$ cat config.mk
export PLATFORM = sky130hd
export DESIGN_NAME = rst_sync_seq
export DESIGN_NICKNAME = d
export VERILOG_FILES = /design/src/rtl/rst_seq_pkg.sv /design/src/rtl/rst_sync_core.sv /design/src/rtl/rst_sync_seq.sv
export SDC_FILE = /design/constraint.sdc
export NUM_CORES = 1
export LEC_CHECK = 0
export ABC_CLOCK_PERIOD_IN_PS = 1900
export BUFFER_PORTS_ARGS = -buffer_cell sky130_fd_sc_hd__buf_2
export CAP_MARGIN = 20
export CORE_ASPECT_RATIO = 1.25
export CORE_UTILIZATION = 51
export DETAILED_ROUTE_END_ITERATION = 7
export PLACE_DENSITY = 0.82
export SLEW_MARGIN = 10
export SYNTH_ARGS = -nofsm -noshare
export SYNTH_HDL_FRONTEND = slang
export SYNTH_SLANG_ARGS = --single-unit
$ cat constraint.sdc
create_clock -name CLK -period 1.9 [get_ports CLK]
set_clock_uncertainty 0.1 [all_clocks]
set_input_delay 0.19 -clock CLK [delete_from_list [all_inputs] [get_ports CLK]]
set_output_delay 0.19 -clock CLK [all_outputs]
set_load 0.02 [all_outputs]
$ cat src/rtl/rst_seq_pkg.sv
// Shared types and sizing helpers for the reset release sequencer.
package rst_seq_pkg;

    typedef enum logic [1:0] {
        HOLD,
        GAP,
        SWHOLD,
        DONE
    } seq_state_e;

    // Counter must reach both the last gap count and the saturated hold count.
    function automatic int cnt_width(input int release_gap, input int min_hold);
        int top_val;
        top_val = (release_gap > min_hold) ? release_gap : min_hold;
        return $clog2(top_val + 1);
    endfunction

endpackage

$ cat src/rtl/rst_sync_core.sv
// Reset synchronizer: asserts asynchronously with RST, deasserts after NUM_STAGES CLK edges.
module rst_sync_core #(
    parameter int NUM_STAGES = 4
) (
    input  logic CLK,
    input  logic RST,
    output logic sync_q
);

    logic [NUM_STAGES-1:0] stages;

    always_ff @(posedge CLK or negedge RST) begin
        if (!RST) begin
            stages <= '0;
        end else begin
            stages <= {stages[NUM_STAGES-2:0], 1'b1};
        end
    end

    assign sync_q = stages[NUM_STAGES-1];

endmodule

$ cat src/rtl/rst_sync_seq.sv
// Multi-channel reset synchronizer that releases SYNC_RST bits in index order
// with a programmable gap, and re-resets dependent channels on soft requests.
module rst_sync_seq
    import rst_seq_pkg::*;
#(
    parameter int NUM_STAGES  = 4,
    parameter int NUM_CH      = 3,
    parameter int RELEASE_GAP = 16,
    parameter int MIN_HOLD    = 4
) (
    input  logic              CLK,
    input  logic              RST,
    input  logic [NUM_CH-1:0] SW_RST_REQ,
    output logic [NUM_CH-1:0] SYNC_RST,
    output logic              RST_DONE
);

    localparam int CNT_W = cnt_width(RELEASE_GAP, MIN_HOLD);
    localparam int IDX_W = (NUM_CH > 1) ? $clog2(NUM_CH) : 1;

    localparam logic [CNT_W-1:0] GAP_LAST = CNT_W'(RELEASE_GAP - 1);
    localparam logic [CNT_W-1:0] HOLD_MAX = CNT_W'(MIN_HOLD);
    localparam logic [IDX_W-1:0] LAST_IDX = IDX_W'(NUM_CH - 1);

    logic sync_q;

    seq_state_e        state_q, state_d;
    logic [CNT_W-1:0]  cnt_q, cnt_d;
    logic [IDX_W-1:0]  idx_q, idx_d;
    logic [NUM_CH-1:0] sync_rst_q, sync_rst_d;
    logic              done_q, done_d;

    logic [NUM_CH-1:0] sw_hit;
    logic              sw_take;
    logic [IDX_W-1:0]  sw_idx;

    rst_sync_core #(
        .NUM_STAGES(NUM_STAGES)
    ) u_sync (
        .CLK   (CLK),
        .RST   (RST),
        .sync_q(sync_q)
    );

    always_ff @(posedge CLK or negedge RST) begin
        if (!RST) begin
            state_q    <= HOLD;
            cnt_q      <= '0;
            idx_q      <= '0;
            sync_rst_q <= '0;
            done_q     <= 1'b0;
        end else begin
            state_q    <= state_d;
            cnt_q      <= cnt_d;
            idx_q      <= idx_d;
            sync_rst_q <= sync_rst_d;
            done_q     <= done_d;
        end
    end

    // Only released channels can be re-reset; in SWHOLD that is exactly j < idx.
    always_comb begin
        sw_hit = SW_RST_REQ & sync_rst_q;
        sw_idx = '0;
        for (int i = NUM_CH - 1; i >= 0; i--) begin
            if (sw_hit[i]) begin
                sw_idx = IDX_W'(i);
            end
        end
        sw_take = (|sw_hit) && (state_q != HOLD);
    end

    always_comb begin
        state_d    = state_q;
        cnt_d      = cnt_q;
        idx_d      = idx_q;
        sync_rst_d = sync_rst_q;
        done_d     = done_q;

        case (state_q)
            HOLD: begin
                sync_rst_d = '0;
                done_d     = 1'b0;
                // The edge that first sees sync_q counts as the first gap cycle.
                if (sync_q) begin
                    state_d = GAP;
                    idx_d   = '0;
                    cnt_d   = CNT_W'(1);
                    if (RELEASE_GAP == 1) begin
                        sync_rst_d[0] = 1'b1;
                        cnt_d         = '0;
                        if (NUM_CH == 1) begin
                            state_d = DONE;
                            done_d  = 1'b1;
                        end else begin
                            idx_d = IDX_W'(1);
                        end
                    end
                end
            end

            GAP: begin
                if (cnt_q == GAP_LAST) begin
                    sync_rst_d[idx_q] = 1'b1;
                    cnt_d             = '0;
                    if (idx_q == LAST_IDX) begin
                        state_d = DONE;
                        done_d  = 1'b1;
                    end else begin
                        idx_d = idx_q + IDX_W'(1);
                    end
                end else begin
                    cnt_d = cnt_q + CNT_W'(1);
                end
            end

            SWHOLD: begin
                if (cnt_q < HOLD_MAX) begin
                    cnt_d = cnt_q + CNT_W'(1);
                end
                if ((cnt_q >= HOLD_MAX) && (SW_RST_REQ == '0)) begin
                    state_d = GAP;
                    cnt_d   = '0;
                end
            end

            DONE: begin
                done_d = 1'b1;
            end

            default: begin
                state_d = HOLD;
            end
        endcase

        // Entry edge counts as the first hold cycle, so exit is possible at e+MIN_HOLD.
        if (sw_take) begin
            for (int i = 0; i < NUM_CH; i++) begin
                if (i >= int'(sw_idx)) begin
                    sync_rst_d[i] = 1'b0;
                end
            end
            done_d  = 1'b0;
            idx_d   = sw_idx;
            cnt_d   = CNT_W'(1);
            state_d = SWHOLD;
        end
    end

    assign SYNC_RST = sync_rst_q;
    assign RST_DONE = done_q;

endmodule

### Word level (Yosys, flattened, before mapping)

Index checks and enable logic that the tools add are counted.
W data, S select, Z words.

| cells by class | value |
|---|---|
| add/sub/neg operators | 2 |
| order comparisons | 7 |
| eq/ne operators | 11 |
| multiplexer cells | 32 |
| bitwise gates (word level) | 2 |
| reductions and logical operators | 14 |

Operators with widths:

| kind | number |
|---|---|
| $mux W5 | 5 |
| $mux W2 | 12 |
| $pmux W5 S3 | 1 |
| $ne A3 B3 Y1 const B | 4 |
| $reduce_bool A4 Y1 | 2 |
| $mux W1 | 7 |
| $eq A2 B2 Y1 const B | 3 |
| $mux W3 | 2 |
| $pmux W2 S3 | 1 |
| $pmux W3 S2 | 1 |
| $reduce_and A3 Y1 | 2 |
| $add A5 B1 Y5 const B | 1 |
| $eq A5 B4 Y1 const B | 1 |
| $ge A5 B3 Y1 const B | 1 |
| $lt A5 B3 Y1 const B | 1 |
| $reduce_and A5 Y1 | 1 |
| $ge A1 B2 Y1 const A | 2 |
| $ne A4 B4 Y1 const B | 1 |
| $pmux W2 S2 | 1 |
| $reduce_and A4 Y1 | 1 |
| $and A3 B3 Y3 | 1 |
| $logic_and A1 B1 Y1 | 3 |
| $logic_not A3 Y1 | 1 |
| $lt A2 B3 Y1 const B | 1 |
| 12 further kinds | 12 |

| storage, ports and cells | value |
|---|---|
| register bits | 17 |
| input port bits | 5 |
| output and inout bits | 4 |
| logic and storage cells | 74 |

### Depth between registers and ports, before layout

| depth | value |
|---|---|
| word-level depth | 9 |
| depth in mapped cells | 9 |
| gate-level depth less buffers | 9 |

### Cells and area by module

From an unflattened synthesis, not the netlist that was laid out.

| second synthesis, totals | value |
|---|---|
| cells, all modules | 111 |
| area total of the unflattened synthesis | 1034.7 µm² |

By module, submodules not included:

| module | times used | cells an instance | area each (µm²) | sequential area each (µm²) |
|---|---|---|---|---|
| rst_sync_seq | 1 | 106 | 930.9 | 325.3 |
| rst_sync_core | 1 | 5 | 103.8 | 100.1 |

### Least setup slack after synthesis

No wires, ideal clock.

| timing path | value |
|---|---|
| path type | register -> register |
| start point | register sync_rst_q[2] (netlist: SYNC_RST[2]) |
| end point | register cnt_q[2] |
| setup time | 80 ps |
| arrival | 1738 ps |
| required time | 1720 ps |
| slack | -18 ps |
| stages on the path, launching flop included | 7 |
| buffers on the path | 1 |
| period minus slack after synthesis | 1918 ps |
| cells stage by stage | dfrtp_1 a222oi_1 and2_1 a22o_2 buf_6 a21oi_2 o22ai_2 |

| between the ends | value |
|---|---|
| word-level cells in the longest chain between the ends | 5 |
| elaborated cells between the ends (all ways) | 8 |
| classes of those cells | 2 x eq/ne; 1 x mux; 1 x bitwise; 4 x reduce/logical |

RTL lines:

| element | line | text |
|---|---|---|
| from (decl) | rst_sync_seq.sv:30 | `logic [NUM_CH-1:0] sync_rst_q, sync_rst_d;` |
| from (signal assigned) | rst_sync_seq.sv:56 | `sync_rst_q <= sync_rst_d;` |
| $and A3 B3 Y3 (*) | rst_sync_seq.sv:63 | `sw_hit = SW_RST_REQ & sync_rst_q;` |
| $reduce_or A3 Y1 (*) | rst_sync_seq.sv:70 | `sw_take = (\|sw_hit) && (state_q != HOLD);` |
| $logic_and A1 B1 Y1 (*) | rst_sync_seq.sv:70 |  |
| $ne A4 B4 Y1 (no source line) (tied with other cells) | -- |  |
| $reduce_and A3 Y1 (no source line) | -- |  |
| to (signal assigned) | rst_sync_seq.sv:54 | `cnt_q <= cnt_d;` |
| to (decl) | rst_sync_seq.sv:28 | `logic [CNT_W-1:0] cnt_q, cnt_d;` |

Every way passes the cells marked *; elsewhere a longest branch is shown, timed or not.
A chain may end at the register's enable or synchronous reset.

### Worst setup path after layout

| timing path | value |
|---|---|
| start point | register state_q[0] |
| end point | register cnt_q[0] |

| between the ends | value |
|---|---|
| word-level cells in the longest chain between the ends | 4 |
| elaborated cells between the ends (all ways) | 11 |
| classes of those cells | 4 x eq/ne; 2 x mux; 5 x reduce/logical |

RTL lines:

| element | line | text |
|---|---|---|
| from (decl) | rst_sync_seq.sv:27 | `seq_state_e state_q, state_d;` |
| from (signal assigned) | rst_sync_seq.sv:53 | `state_q <= state_d;` |
| $reduce_bool A2 Y1 | rst_sync_seq.sv:70 |  |
| $logic_and A1 B1 Y1 | rst_sync_seq.sv:70 |  |
| $ne A4 B4 Y1 (no source line) (tied with other cells) | -- |  |
| $reduce_and A3 Y1 (no source line) | -- |  |

Several ways; a longest one is shown, not always the timed one.

==> results.py <==
metrics = {
    "job": {
        "drv_cap": 0,
    },
    "detailed_routing": {
        "ant_nets": 0,
        "via_count": 877,
        "drcViolationCount": 0,
        "wire_per_inst_um": 13.7,
        "viasPerCell": 5.77,
        "wirelength_um": 2080,
        "first_iter_violations": 36,
        "dr.pass1.iters": 4,
    },
    "floorplan": {
        "floorplan.initialDensity_pct": 56.5,
        "dieArea_mm2": 0.00221,
        "die_width_um": 42.3,
        "core_mm2": 0.00183,
        "die_height_um": 52.3,
        "floorplan.io_pins": 9,
        "std_cell_rows": 17,
    },
    "power_and_ir_drop": {
        "power-per-cell-area_mw_per_mm2": 1270,
        "total_leakage_power_nw": 0.541,
        "max-vdd-ir-drop_mv": 0.704,
    },
    "yosys": {
        "synth_simple_gate_area_share_pct": 14.5,
        "synth_enable_flop_cells": 0,
        "ys_seq_elements": 17,
        "yosysUniqueCellTypes": 29,
        "synth_cells": 115,
        "largest_family_of_logic_cells_by_synthesized_area": "compound AO/OA/AOI/OAI gates",
        "syn_nets": 131,
        "synth_compound_gate_area_share_pct": 24.1,
        "synthArstFlopShare_pct": 100,
        "synthMuxAreaShare_pct": 0,
        "dominantRegCellSynth": "sky130_fd_sc_hd__dfrtp_1",
        "synth_fa_ha_area_share_pct": 13.3,
        "synthesis.area_mm2": 0.00103,
        "synthesized_area_fraction_occupied_by_xor_and_xnor_cells_pct": 0,
        "avgSynthCellArea_um2": 8.99,
        "synth-warning-count": 0,
        "register_area_share_after_synthesis_pct": 41.2,
    },
    "clock_network": {
        "tritoncts": "built",
        "ctsHtreeMaxLevel": 1,
        "cts.sink_count": 17,
        "worst_setup_hold_path_clk_slew_ps": 100,
        "cts_inserted_buffers": 3,
        "clk_latency_ps": 300,
        "clk_path_buf_depth": 2,
        "clockRootBuffer": "sky130_fd_sc_hd__clkbuf_4",
    },
    "sta": {
        "report.final.slew_viol_count": 0,
        "report.final.setup_viol": 0,
        "timing.final.ws_setup_ps": 36.7,
        "rsz0062_at_grt": "true",
        "finalCriticalPeriod_ps": 1860,
        "worst_slew_margin_rel_pct": 62.3,
        "period_share_pct": 98.1,
        "fin_worst_hold_slack_ps": 171,
        "timing.final.hold_violations": 0,
        "maxClockFrequency_mhz": 537,
        "totalNegativeSetupSlack_ps": 0,
        "max_slew.worst_pin.slew_ps": 559,
    },
    "setup_path": {
        "worstPathCellList": "inv_1 -> ha_1 -> o31ai_1 -> o21ai_0 -> a22o_2 -> nor3_1 -> a21oi_2",
        "worstPathArrival_ps": 1940,
        "cp_top_family": "compound AO/OA/AOI/OAI gates",
        "cp_data_required_time_ps": 1980,
        "worst_path_largest_cell_delay_ps": 420,
        "critical_path_class": "flop to flop",
        "startpoint_type": "flop",
        "kind_of_end_point_of_the_critical_path": "flop",
        "cp_slowest_cell": "sky130_fd_sc_hd__dfrtp_1",
        "path_max_fanout": 10,
        "crit_buf_inv": 1,
    },
    "placed_design": {
        "gp_routability_congestion": 0.925,
        "placement.io_buffers": 8,
        "detailed_place.area_mm2": 0.00113,
        "worst_slack_after_detailed_placement_ps": -132,
        "dp_hpwl_um": 1540,
        "number_of_cells_after_detailed_placement": 146,
    },
    "global_route": {
        "grt_antenna_before_repair": 0,
        "grt_util_all_layers_pct": 22.0,
        "grt-ovfl-total": 0,
        "grt_pass1_vias": 876,
        "grt_first_pass_wirelength_um": 3620,
        "grt_start_max_net_pins": 18,
    },
    "status": {
        "outcome": "completed",
    },
    "layout": {
        "layout.cells.most_common_list": "sky130_fd_sc_hd__dfrtp_1, sky130_fd_sc_hd__nand2_1, sky130_fd_sc_hd__inv_1",
        "final_net_count": 150,
        "post_route_cells_drive_above_1_share_pct": 27.8,
        "syn2layout_area_growth_pct": 19.2,
        "final_cells": 152,
        "antennaDiodeCount": 0,
        "postLayoutCellArea_mm2": 0.00123,
        "mostFrequentLayoutCell": "sky130_fd_sc_hd__dfrtp_1",
    },
    "min_path": {
        "hp-class": "primary input to flop",
    },
}
==> synth_stat cells, types with 3 or more instances <==
cell | count | share of area [%]
sky130_fd_sc_hd__o21ai_0 | 5 | 2.4
sky130_fd_sc_hd__a21oi_1 | 8 | 3.9
sky130_fd_sc_hd__ha_1 | 11 | 13
sky130_fd_sc_hd__o31ai_1 | 3 | 2.2
sky130_fd_sc_hd__nand3_1 | 3 | 1.5
sky130_fd_sc_hd__nor2_1 | 10 | 3.6
sky130_fd_sc_hd__a31oi_1 | 3 | 1.8
sky130_fd_sc_hd__nand2_1 | 14 | 5.1
sky130_fd_sc_hd__inv_1 | 13 | 4.7
sky130_fd_sc_hd__nor3_1 | 5 | 2.4
sky130_fd_sc_hd__dfrtp_1 | 17 | 41
sky130_fd_sc_hd__a21oi_2 | 3 | 2.5
==> worst register-to-register path: stages (launching register included) <==
cell and delay (ps):
sky130_fd_sc_hd__dfrtp_1 420, sky130_fd_sc_hd__inv_1 100, sky130_fd_sc_hd__ha_1 240, sky130_fd_sc_hd__o31ai_1 100, sky130_fd_sc_hd__o21ai_0 140, sky130_fd_sc_hd__a22o_2 350
sky130_fd_sc_hd__nor3_1 250, sky130_fd_sc_hd__a21oi_2 50
==> layout make-up <==
type                            instances  area, um^2
Clock buffer                            4        26.3
Inverter                               13        48.8
Sequential cell                        17         428
Tap cell                               19        23.8
Timing Repair Buffer                   17         110
Multi-Input combinational cell         82         596
Fill cell                             134         597
==> flip-flops by register name (all words and copies together), names as in the netlist <==
signal,count
RST_DONE,1
SYNC_RST,3
cnt_q,5
idx_q,2
state_q,2
u_sync.stages,4
==> per-stage QoR <==
stage / total power [mW] / utilization (%)
6_report: 1.56 / 67.4
5_1_grt: 1.68 / 67.4
4_1_cts: 1.52 / 65.0
3_5_place_dp: 1.30 / 62.0
3_3_place_gp: 1.28 / 62.0
2_1_floorplan: 1.13 / -
==> power breakdown <==
group | internal (mW) | total (mW) | switching, mW
clock | 0.0818 | 0.195 | 0.113
combinational | 0.336 | 0.870 | 0.534
sequential | 0.439 | 0.499 | 0.0601
==> path summary, 6_finish.rpt <==
check                                           start                         end  slack, ps  cells after the start
max                            state_q[0]$_DFFE_PN0P_        cnt_q[0]$_DFFE_PN0P_         40                      7
min                                     SW_RST_REQ[0]       SYNC_RST[0]$_DFF_PN0_        170                      3
max reg2reg                    state_q[0]$_DFFE_PN0P_        cnt_q[0]$_DFFE_PN0P_         40                      7
min reg2reg                u_sync.stages[0]$_DFF_PN0_  u_sync.stages[1]$_DFF_PN0_        260                      0
max in group asynchronous                         RST       SYNC_RST[2]$_DFF_PN0_       1160                      2
min in group asynchronous                         RST       SYNC_RST[0]$_DFF_PN0_        240                      2
==> kinds of logic (layout without fill, tap and decap cells) <==
kind of cell,Yosys count,in the layout
buf+inv,16,34
fa+ha+maj,11,11
compound gates,35,35
simple gates,35,35
other cells,1,1
flops,17,17
==> layer usage <==
metal / routed length [um] / GRT usage, % / vias up / share of wire, %
met4: 34 / 13.0 / 0 / 1.6
li1: - / - / 436 / -
met1: 920 / 24.6 / 423 / 44
met2: 1070 / 40.0 / 14 / 51
met5: 0 / 0 / - / 0
met3: 57 / 2.41 / 4 / 2.7
==> repair_timing <==
| action | 4_1_cts | 5_1_grt |
|---|---|---|
| gates resized for setup | 4 | 8 |
| hold endpoints to repair | 17 | 0 |
| setup endpoints to repair | 7 | 9 |
| pin swaps | 1 | 1 |
| setup buffers | 1 | 0 |
| hold buffers | 1 | 0 |
Note: power is estimated with default switching activity, not from simulation.
